$ cat src/rtl/microcode_loader.sv
// microcode_loader: after reset (or on request from DONE/ERROR) writes the
// built-in decode table into the core's microcode store, optionally reads it
// back and compares, and holds the core in reset until the table is good.
//
// Ports:
//   clk_i, rst_ni            clock, asynchronous active-low reset
//   start_i                  single-cycle reload request (honoured in DONE/ERROR)
//   microcode_we_o           store write strobe
//   microcode_write_addr_o   store write address
//   microcode_write_data_o   store write data
//   microcode_read_addr_o    store readback address
//   microcode_read_data_i    store readback data, one cycle after the address
//   core_rst_o               active-high hold-in-reset for the core
//   done_o                   table loaded (and verified)
//   error_o                  readback mismatch seen
//   error_addr_o             first mismatching address
module microcode_loader #(
   parameter int unsigned NUM_ENTRIES = 39,
   parameter int unsigned VERIFY_EN   = 1
) (
   input  logic        clk_i,
   input  logic        rst_ni,
   input  logic        start_i,
   output logic        microcode_we_o,
   output logic [5:0]  microcode_write_addr_o,
   output logic [18:0] microcode_write_data_o,
   output logic [5:0]  microcode_read_addr_o,
   input  logic [18:0] microcode_read_data_i,
   output logic        core_rst_o,
   output logic        done_o,
   output logic        error_o,
   output logic [5:0]  error_addr_o
);

   localparam int unsigned AW = 6;
   localparam int unsigned DW = 19;
   localparam logic [AW-1:0] LAST_IDX = AW'(NUM_ENTRIES - 1);

   // Field encodings
   localparam logic [2:0] IMM_NONE = 3'd0, IMM_I = 3'd1, IMM_S = 3'd2,
                          IMM_B = 3'd3, IMM_U = 3'd4, IMM_J = 3'd5;
   localparam logic [1:0] DW_B = 2'd0, DW_H = 2'd1, DW_W = 2'd2;
   localparam logic [1:0] RD_ALU = 2'd0, RD_MEM = 2'd1, RD_PC4 = 2'd2;
   localparam logic [1:0] BC_NONE = 2'd0, BC_ALWAYS = 2'd1, BC_ZERO = 2'd2, BC_NZ = 2'd3;
   localparam logic [3:0] OP_ADD = 4'd0, OP_SUB = 4'd1, OP_SLL = 4'd2, OP_SLT = 4'd3,
                          OP_SLTU = 4'd4, OP_XOR = 4'd5, OP_SRL = 4'd6, OP_SRA = 4'd7,
                          OP_OR = 4'd8, OP_AND = 4'd9, OP_PASSB = 4'd10;

   typedef enum logic [2:0] {
      S_IDLE, S_WRITE, S_VERIFY, S_DONE, S_ERROR
   } state_e;

   // Pack one decode word from its fields
   function automatic logic [DW-1:0] uc_word(
      input logic [2:0] imm_sel, input logic [1:0] datawidth, input logic sign_ext,
      input logic lsu_we, input logic [1:0] rd_sel, input logic rf_we, input logic br_base,
      input logic [1:0] br_cond, input logic [3:0] alu_op, input logic b_sel, input logic a_sel);
      return {imm_sel, datawidth, sign_ext, lsu_we, rd_sel, rf_we, br_base, br_cond,
              alu_op, b_sel, a_sel};
   endfunction

   // Decode table, one slot per RV32I opcode; unused slots read as 0
   function automatic logic [DW-1:0] uc_table(input logic [AW-1:0] a);
      logic [DW-1:0] w;
      w = '0;
      case (a)
         6'd0:  w = uc_word(IMM_U, DW_B, 1'b0, 1'b0, RD_ALU, 1'b1, 1'b0, BC_NONE, OP_PASSB, 1'b1, 1'b0); // LUI
         6'd1:  w = uc_word(IMM_U, DW_B, 1'b0, 1'b0, RD_ALU, 1'b1, 1'b0, BC_NONE, OP_ADD,   1'b1, 1'b1); // AUIPC
         6'd2:  w = uc_word(IMM_J, DW_B, 1'b0, 1'b0, RD_PC4, 1'b1, 1'b0, BC_ALWAYS, OP_ADD, 1'b0, 1'b0); // JAL
         6'd3:  w = uc_word(IMM_I, DW_B, 1'b0, 1'b0, RD_PC4, 1'b1, 1'b1, BC_ALWAYS, OP_ADD, 1'b0, 1'b0); // JALR
         6'd4:  w = uc_word(IMM_B, DW_B, 1'b0, 1'b0, RD_ALU, 1'b0, 1'b0, BC_ZERO, OP_SUB,   1'b0, 1'b0); // BEQ
         6'd5:  w = uc_word(IMM_B, DW_B, 1'b0, 1'b0, RD_ALU, 1'b0, 1'b0, BC_NZ,   OP_SUB,   1'b0, 1'b0); // BNE
         6'd6:  w = uc_word(IMM_B, DW_B, 1'b0, 1'b0, RD_ALU, 1'b0, 1'b0, BC_NZ,   OP_SLT,   1'b0, 1'b0); // BLT
         6'd7:  w = uc_word(IMM_B, DW_B, 1'b0, 1'b0, RD_ALU, 1'b0, 1'b0, BC_ZERO, OP_SLT,   1'b0, 1'b0); // BGE
         6'd8:  w = uc_word(IMM_B, DW_B, 1'b0, 1'b0, RD_ALU, 1'b0, 1'b0, BC_NZ,   OP_SLTU,  1'b0, 1'b0); // BLTU
         6'd9:  w = uc_word(IMM_B, DW_B, 1'b0, 1'b0, RD_ALU, 1'b0, 1'b0, BC_ZERO, OP_SLTU,  1'b0, 1'b0); // BGEU
         6'd10: w = uc_word(IMM_I, DW_B, 1'b1, 1'b0, RD_MEM, 1'b1, 1'b0, BC_NONE, OP_ADD,   1'b1, 1'b0); // LB
         6'd11: w = uc_word(IMM_I, DW_H, 1'b1, 1'b0, RD_MEM, 1'b1, 1'b0, BC_NONE, OP_ADD,   1'b1, 1'b0); // LH
         6'd12: w = uc_word(IMM_I, DW_W, 1'b0, 1'b0, RD_MEM, 1'b1, 1'b0, BC_NONE, OP_ADD,   1'b1, 1'b0); // LW
         6'd13: w = uc_word(IMM_I, DW_B, 1'b0, 1'b0, RD_MEM, 1'b1, 1'b0, BC_NONE, OP_ADD,   1'b1, 1'b0); // LBU
         6'd14: w = uc_word(IMM_I, DW_H, 1'b0, 1'b0, RD_MEM, 1'b1, 1'b0, BC_NONE, OP_ADD,   1'b1, 1'b0); // LHU
         6'd15: w = uc_word(IMM_S, DW_B, 1'b0, 1'b1, RD_ALU, 1'b0, 1'b0, BC_NONE, OP_ADD,   1'b1, 1'b0); // SB
         6'd16: w = uc_word(IMM_S, DW_H, 1'b0, 1'b1, RD_ALU, 1'b0, 1'b0, BC_NONE, OP_ADD,   1'b1, 1'b0); // SH
         6'd17: w = uc_word(IMM_S, DW_W, 1'b0, 1'b1, RD_ALU, 1'b0, 1'b0, BC_NONE, OP_ADD,   1'b1, 1'b0); // SW
         6'd18: w = uc_word(IMM_I, DW_B, 1'b0, 1'b0, RD_ALU, 1'b1, 1'b0, BC_NONE, OP_ADD,   1'b1, 1'b0); // ADDI
         6'd19: w = uc_word(IMM_I, DW_B, 1'b0, 1'b0, RD_ALU, 1'b1, 1'b0, BC_NONE, OP_SLT,   1'b1, 1'b0); // SLTI
         6'd20: w = uc_word(IMM_I, DW_B, 1'b0, 1'b0, RD_ALU, 1'b1, 1'b0, BC_NONE, OP_SLTU,  1'b1, 1'b0); // SLTIU
         6'd21: w = uc_word(IMM_I, DW_B, 1'b0, 1'b0, RD_ALU, 1'b1, 1'b0, BC_NONE, OP_XOR,   1'b1, 1'b0); // XORI
         6'd22: w = uc_word(IMM_I, DW_B, 1'b0, 1'b0, RD_ALU, 1'b1, 1'b0, BC_NONE, OP_OR,    1'b1, 1'b0); // ORI
         6'd23: w = uc_word(IMM_I, DW_B, 1'b0, 1'b0, RD_ALU, 1'b1, 1'b0, BC_NONE, OP_AND,   1'b1, 1'b0); // ANDI
         6'd24: w = uc_word(IMM_I, DW_B, 1'b0, 1'b0, RD_ALU, 1'b1, 1'b0, BC_NONE, OP_SLL,   1'b1, 1'b0); // SLLI
         6'd25: w = uc_word(IMM_I, DW_B, 1'b0, 1'b0, RD_ALU, 1'b1, 1'b0, BC_NONE, OP_SRL,   1'b1, 1'b0); // SRLI
         6'd26: w = uc_word(IMM_I, DW_B, 1'b0, 1'b0, RD_ALU, 1'b1, 1'b0, BC_NONE, OP_SRA,   1'b1, 1'b0); // SRAI
         6'd27: w = uc_word(IMM_NONE, DW_B, 1'b0, 1'b0, RD_ALU, 1'b1, 1'b0, BC_NONE, OP_ADD,  1'b0, 1'b0); // ADD
         6'd28: w = uc_word(IMM_NONE, DW_B, 1'b0, 1'b0, RD_ALU, 1'b1, 1'b0, BC_NONE, OP_SUB,  1'b0, 1'b0); // SUB
         6'd29: w = uc_word(IMM_NONE, DW_B, 1'b0, 1'b0, RD_ALU, 1'b1, 1'b0, BC_NONE, OP_SLL,  1'b0, 1'b0); // SLL
         6'd30: w = uc_word(IMM_NONE, DW_B, 1'b0, 1'b0, RD_ALU, 1'b1, 1'b0, BC_NONE, OP_SLT,  1'b0, 1'b0); // SLT
         6'd31: w = uc_word(IMM_NONE, DW_B, 1'b0, 1'b0, RD_ALU, 1'b1, 1'b0, BC_NONE, OP_SLTU, 1'b0, 1'b0); // SLTU
         6'd32: w = uc_word(IMM_NONE, DW_B, 1'b0, 1'b0, RD_ALU, 1'b1, 1'b0, BC_NONE, OP_XOR,  1'b0, 1'b0); // XOR
         6'd33: w = uc_word(IMM_NONE, DW_B, 1'b0, 1'b0, RD_ALU, 1'b1, 1'b0, BC_NONE, OP_SRL,  1'b0, 1'b0); // SRL
         6'd34: w = uc_word(IMM_NONE, DW_B, 1'b0, 1'b0, RD_ALU, 1'b1, 1'b0, BC_NONE, OP_SRA,  1'b0, 1'b0); // SRA
         6'd35: w = uc_word(IMM_NONE, DW_B, 1'b0, 1'b0, RD_ALU, 1'b1, 1'b0, BC_NONE, OP_OR,   1'b0, 1'b0); // OR
         6'd36: w = uc_word(IMM_NONE, DW_B, 1'b0, 1'b0, RD_ALU, 1'b1, 1'b0, BC_NONE, OP_AND,  1'b0, 1'b0); // AND
         default: w = '0;  // FENCE, ECALL/EBREAK and unused slots
      endcase
      return w;
   endfunction

   state_e          state_q, state_d;
   logic [AW-1:0]   idx_q, idx_d;
   logic            tail_q, tail_d;     // compare-only cycle at the end of VERIFY
   logic [AW-1:0]   err_addr_q, err_addr_d;
   logic            we_d, core_rst_d, done_d, error_d;
   logic [AW-1:0]   waddr_d, raddr_d;
   logic [DW-1:0]   wdata_d;
   logic [AW-1:0]   cmp_addr;
   logic            cmp_en, mismatch;

   // Readback data lags the issued address by one cycle
   assign cmp_addr = tail_q ? LAST_IDX : (idx_q - 6'd1);
   assign cmp_en   = (state_q == S_VERIFY) && (tail_q || (idx_q != '0));
   assign mismatch = cmp_en && (microcode_read_data_i != uc_table(cmp_addr));

   // State register; outputs are registered from the next-state decode
   always_ff @(posedge clk_i or negedge rst_ni) begin
      if (!rst_ni) begin
         state_q                <= S_IDLE;
         idx_q                  <= '0;
         tail_q                 <= 1'b0;
         err_addr_q             <= '0;
         microcode_we_o         <= 1'b0;
         microcode_write_addr_o <= '0;
         microcode_write_data_o <= '0;
         microcode_read_addr_o  <= '0;
         core_rst_o             <= 1'b1;
         done_o                 <= 1'b0;
         error_o                <= 1'b0;
      end else begin
         state_q                <= state_d;
         idx_q                  <= idx_d;
         tail_q                 <= tail_d;
         err_addr_q             <= err_addr_d;
         microcode_we_o         <= we_d;
         microcode_write_addr_o <= waddr_d;
         microcode_write_data_o <= wdata_d;
         microcode_read_addr_o  <= raddr_d;
         core_rst_o             <= core_rst_d;
         done_o                 <= done_d;
         error_o                <= error_d;
      end
   end

   assign error_addr_o = err_addr_q;

   // Next-state and index sequencing
   always_comb begin
      state_d    = state_q;
      idx_d      = idx_q;
      tail_d     = tail_q;
      err_addr_d = err_addr_q;
      case (state_q)
         S_IDLE: begin
            state_d = S_WRITE;
            idx_d   = '0;
         end
         S_WRITE: begin
            if (idx_q == LAST_IDX) begin
               idx_d   = '0;
               state_d = (VERIFY_EN != 0) ? S_VERIFY : S_DONE;
            end else begin
               idx_d = idx_q + 6'd1;
            end
         end
         S_VERIFY: begin
            if (mismatch) begin
               state_d    = S_ERROR;
               err_addr_d = cmp_addr;
               idx_d      = '0;
               tail_d     = 1'b0;
            end else if (tail_q) begin
               state_d = S_DONE;
               idx_d   = '0;
               tail_d  = 1'b0;
            end else if (idx_q == LAST_IDX) begin
               tail_d = 1'b1;
            end else begin
               idx_d = idx_q + 6'd1;
            end
         end
         S_DONE, S_ERROR: begin
            if (start_i) begin
               state_d    = S_WRITE;
               idx_d      = '0;
               err_addr_d = '0;
            end
         end
         default: begin
            state_d = S_IDLE;
            idx_d   = '0;
            tail_d  = 1'b0;
         end
      endcase
   end

   // Output decode of the upcoming state
   always_comb begin
      we_d       = 1'b0;
      waddr_d    = '0;
      wdata_d    = '0;
      raddr_d    = '0;
      core_rst_d = 1'b1;
      done_d     = 1'b0;
      error_d    = 1'b0;
      case (state_d)
         S_WRITE: begin
            we_d    = 1'b1;
            waddr_d = idx_d;
            wdata_d = uc_table(idx_d);
         end
         S_VERIFY: begin
            if (!tail_d) raddr_d = idx_d;
         end
         S_DONE: begin
            core_rst_d = 1'b0;
            done_d     = 1'b1;
         end
         S_ERROR: error_d = 1'b1;
         default: ;
      endcase
   end

endmodule

$ cat config.mk
export PLATFORM = sky130hd
export DESIGN_NAME = microcode_loader
export DESIGN_NICKNAME = d
export VERILOG_FILES = /design/src/rtl/microcode_loader.sv
export SDC_FILE = /design/constraint.sdc
export NUM_CORES = 1
export LEC_CHECK = 0
export CORE_MARGIN = 5
export CORE_UTILIZATION = 43
export DETAILED_ROUTE_END_ITERATION = 16
export DONT_BUFFER_PORTS = 1
export MAX_ROUTING_LAYER = met4
export PLACE_DENSITY = 0.67
export RECOVER_POWER = 25
export SLEW_MARGIN = 0
export SYNTH_ARGS = -nofsm -noshare
export SYNTH_HDL_FRONTEND = slang
export SYNTH_SLANG_ARGS = --single-unit
export TNS_END_PERCENT = 1
$ cat constraint.sdc
create_clock -name clk_i -period 5.4 [get_ports clk_i]
set_clock_uncertainty 0.1 [all_clocks]
set_input_delay 1.08 -clock clk_i [delete_from_list [all_inputs] [get_ports clk_i]]
set_output_delay 1.08 -clock clk_i [all_outputs]
set_load 0.02 [all_outputs]
==> summary by stage <==
Synthesis
The sequential-to-total area share from yosys stat is 31.4%. Counting flops with a built-in enable in the synthesized netlist gives 0. The Yosys step of the flow raised 0 warnings. The number of nets handed over by synthesis was ~540. Among all flip-flop cells after synthesis, the most frequent one is dfrtp_1.

The number of different library cells in the post-synthesis netlist is 77. The instance count of the mapped netlist is a little over 500. Synthesis inferred just over 50 register bits. The mean instance size in the synthesized netlist is a little over 8 µm². Of all flip-flops after synthesis, the portion carrying an async set or reset was 100%. The post-synthesis cell area is about 4100 µm².

Timing
Setup repair after global routing left no endpoint under its margin. In the finished design, the share of the clock period the worst path needs comes to 93.1%. Summed over all failing endpoints, the final setup total negative slack is 0 ns. The worst path needs 5.03 ns of the cycle, external delays included. The max-slew violation count is 0. The setup violation total in the final timing report is 0.

In this run the tightest slew margin relative to its limit is 43.8%. Derived from the worst setup path, the maximum achievable clock frequency is 199 MHz. The slew at the pin closest to its max-slew limit is 0.837 ns. The number of hold-slack violations in the final timing report is 0.

CTS
Clock-pin slew was measured on the worst setup and hold paths at approximately 0.11 ns. The clock reaches the later pin of the worst-skew pair after slightly above 0.3 ns. In this run, post-CTS hold repair placed 0 buffers. Once the clock tree was built, the setup fixing pass inserted 0 buffers.

In this run the clock root is driven by a clkbuf_8. The number of clock buffers added by TritonCTS is 5. The H-tree level count is 2. The number of clock sinks is 51. Counting along the longest clock path gives a buffer depth of 2. The number of cells upsized or downsized after cts is 0. TritonCTS built the clock tree.

GRT
The most used routing layer in global routing is met2. Global routing used a little over a fifth of the available tracks. The global route total overflow is 0. The first global-routing pass estimated 19700 µm of wire. The number of antenna violations at the first check in global routing is 0.

The number of global-route vias before repair is around 3700. In the global route stage, met1 resource usage came out at 30.9%. The fraction of met3 tracks used by global routing is around 4.3%.

Entering global routing, the biggest net connects 52 pins. The routing usage on met2 is 33.2%.

Detailed routing
The residual DRC count is 0. The residual antenna-violating net count after detailed routing is 0. After the first detailed-routing iteration, the DRC count stood at 345. The detailed-route via count is 3980.

Dividing the detail-routed wire length by the instance count gives around 20 µm. The routed design has 12500 µm of wire. The via density per instance is 6.30. The number of iterations in the first detailed-routing pass is 5.

Critical path
For the worst flop-to-flop path, the logic depth is 18. The reg2reg setup slack is 0.37 ns. In this run the worst setup path terminates at microcode_write_data_o[4]$_DFF_PN0_. The type of destination of the critical path is a flop. The critical path's largest stage delay is 0.43 ns. The endpoint identified for the worst register-to-register timing path is microcode_write_data_o[4]$_DFF_PN0_. The kind of start point of the critical path is a flop. In this run the worst path has a maximum fanout of 8. The most critical setup path has its startpoint at idx_q[0]$_DFF_PN0_.

The critical register-to-register path startpoint is idx_q[0]$_DFF_PN0_. The cell seen most often among critical-path stages is nor3_1. Data on the critical path arrives at its endpoint at 5.10 ns. The signal on the critical path passes through inv_1, ha_2, nand2b_1, inv_2, ha_1, o21ai_0, a211o_1, a32o_1, a2111oi_0, nor4b_2, nor4b_4, a21oi_2, o31a_1, ha_1, nor3_1, a211o_1, nor3_1, nor3_1. The slowest cell on the critical path is ha_2.

The critical path is of the reg2reg type. STA puts the critical path data required time at 5.48 ns.

Final layout
The ratio of cells with drive above 1 in the final layout is a little over a tenth. The diode insertion count for antenna repair is 0. The post-layout net count is 536. The area growth from synthesis to final layout is 6.62%. The library cell used most frequently in the layout, excluding fill and tap cells, is dfrtp_1. Counting the fill cells in the layout gives 906. Leaving out fill and tap cells, the most frequent cells in the layout are dfrtp_1, nand2_1, nor2_1.

Job
Max-cap violations in this run came to 0.

Min path
The path class of the tightest hold or removal check is in2async.

Place
The routability-driven placement congestion ratio is 0.968. The final HPWL from detailed placement is 9390 µm. The total of buffers placed on input and output ports is 0.

Floorplan
The number of placed I/O pins is 63. The placeable core region is 9240 µm². The placement row count is 35. In this run the horizontal extent of the chip is 107 µm. The initial core utilization is a little over two fifths. The area of the die is 11500 µm². The floorplan die height is 107 µm.

Status
The flow ran to the end, and the final reports show no timing, DRC or antenna violations.
==> cell families (layout without fill, tap and decap cells) <==
| kind of cell | after synthesis | after routing | share of synthesized area, % |
|---|---|---|---|
| XOR/XNOR | 18 | 18 | 3.88 |
| buffers and inverters | 53 | 52 | 5.69 |
| adder cells (fa/ha/maj) | 13 | 13 | 3.94 |
| flip-flops | 51 | 51 | 31.4 |
| AND/OR/NAND/NOR | 198 | 198 | 25.4 |
| multiplexers | 6 | 6 | 1.60 |
| AO/OA/AOI/OAI | 165 | 165 | 28.1 |
==> how the worst min path moves through the flow <==
| stage | slack [ns] | endpoint | cells after the start | start |
|---|---|---|---|---|
| detailed placement | 0.48 | state_q[1]$_DFF_PN0_ | 1 | state_q[2]$_DFF_PN0_ |
| floorplan | 0.43 | state_q[1]$_DFF_PN0_ | 1 | state_q[2]$_DFF_PN0_ |
| finish | 0.34 | microcode_write_data_o[15]$_DFF_PN0_ | 0 | rst_ni |
| global placement | 0.48 | state_q[1]$_DFF_PN0_ | 1 | state_q[2]$_DFF_PN0_ |
| CTS | 0.33 | microcode_write_data_o[15]$_DFF_PN0_ | 0 | rst_ni |
| global route | 0.31 | microcode_write_data_o[15]$_DFF_PN0_ | 0 | rst_ni |
==> per-stage QoR <==
step           utilization (%)  instance area, µm²  hold slack [ns]  setup slack [ns]  cells
5_1_grt                   46.9                4330            0.313            0.0172    632
3_5_place_dp              45.8                4240            0.481             0.299    624
3_3_place_gp              45.8                4240            0.485             0.285    624
6_report                  46.9                4330            0.342             0.373    632
2_1_floorplan                -                4070            0.427             0.539    504
4_1_cts                   46.9                4330            0.332             0.297    632
==> critical path, delay by kind of cell, from the launching register on <==
| family | cells | cell delay [ns] |
|---|---|---|
| DFF | 1 | 0.36 |
| and+or+nand+nor | 6 | 1.10 |
| buffers and inverters | 2 | 0.30 |
| AOI/OAI and AO/OA | 7 | 1.96 |
| adders and majority gates | 3 | 1.06 |
==> synth_stat cells (4+ instances only) <==
master / count / share of area, %
dfrtp_1: 50 / 31
nand2_1: 46 / 4.2
nor2_1: 41 / 3.8
o21ai_0: 40 / 4.9
a21oi_1: 31 / 3.8
nand3_1: 22 / 2.7
inv_1: 20 / 1.8
clkbuf_1: 19 / 1.8
nor3_1: 17 / 2.1
xnor2_1: 14 / 3.0
ha_1: 12 / 3.7
nand2b_1: 10 / 1.5
a211oi_1: 9 / 1.7
and2_1: 9 / 1.4
and3_1: 7 / 1.1
nor4_1: 7 / 1.1
o32ai_1: 7 / 1.5
or3_1: 7 / 1.1
a211o_1: 6 / 1.3
nand4_1: 6 / 0.92
o211ai_1: 6 / 1.1
a21boi_0: 5 / 0.92
buf_2: 5 / 0.62
nor2b_1: 5 / 0.77
a21o_1: 4 / 0.74
a32o_1: 4 / 0.98
mux2_2: 4 / 1.1
o21a_1: 4 / 0.74
or4_1: 4 / 0.74
xor2_1: 4 / 0.86
==> metal layers <==
metal  vias up  part of all wire (%)  routed length [µm]
li1       1868                     -                   -
met1      1904                    45                5610
met2       194                    46                5700
met3        14                   8.8                1100
met4         0                  0.93                 116
met5         -                     0                   0
==> sequential cells by signal, indices dropped and copies added (netlist names), 3 cells and up <==
name                    count
error_addr_o                6
microcode_read_addr_o       6
idx_q                       6
microcode_write_addr_o      6
state_q                     3
microcode_write_data_o     19
==> final cells by class <==
| type | count | area, µm² | area share [%] |
|---|---|---|---|
| Clock buffer | 5 | 68.8 | 1.59 |
| Clock inverter | 3 | 27.5 | 0.635 |
| Inverter | 24 | 90.1 | 2.08 |
| Multi-Input combinational cell | 400 | 2560 | 59.0 |
| Sequential cell | 51 | 1280 | 29.5 |
| Tap cell | 129 | 161 | 3.72 |
| Timing Repair Buffer | 20 | 150 | 3.46 |
Power is not shown: default switching activity piles up to over one toggle a cycle in this logic, so the estimate is an artifact.
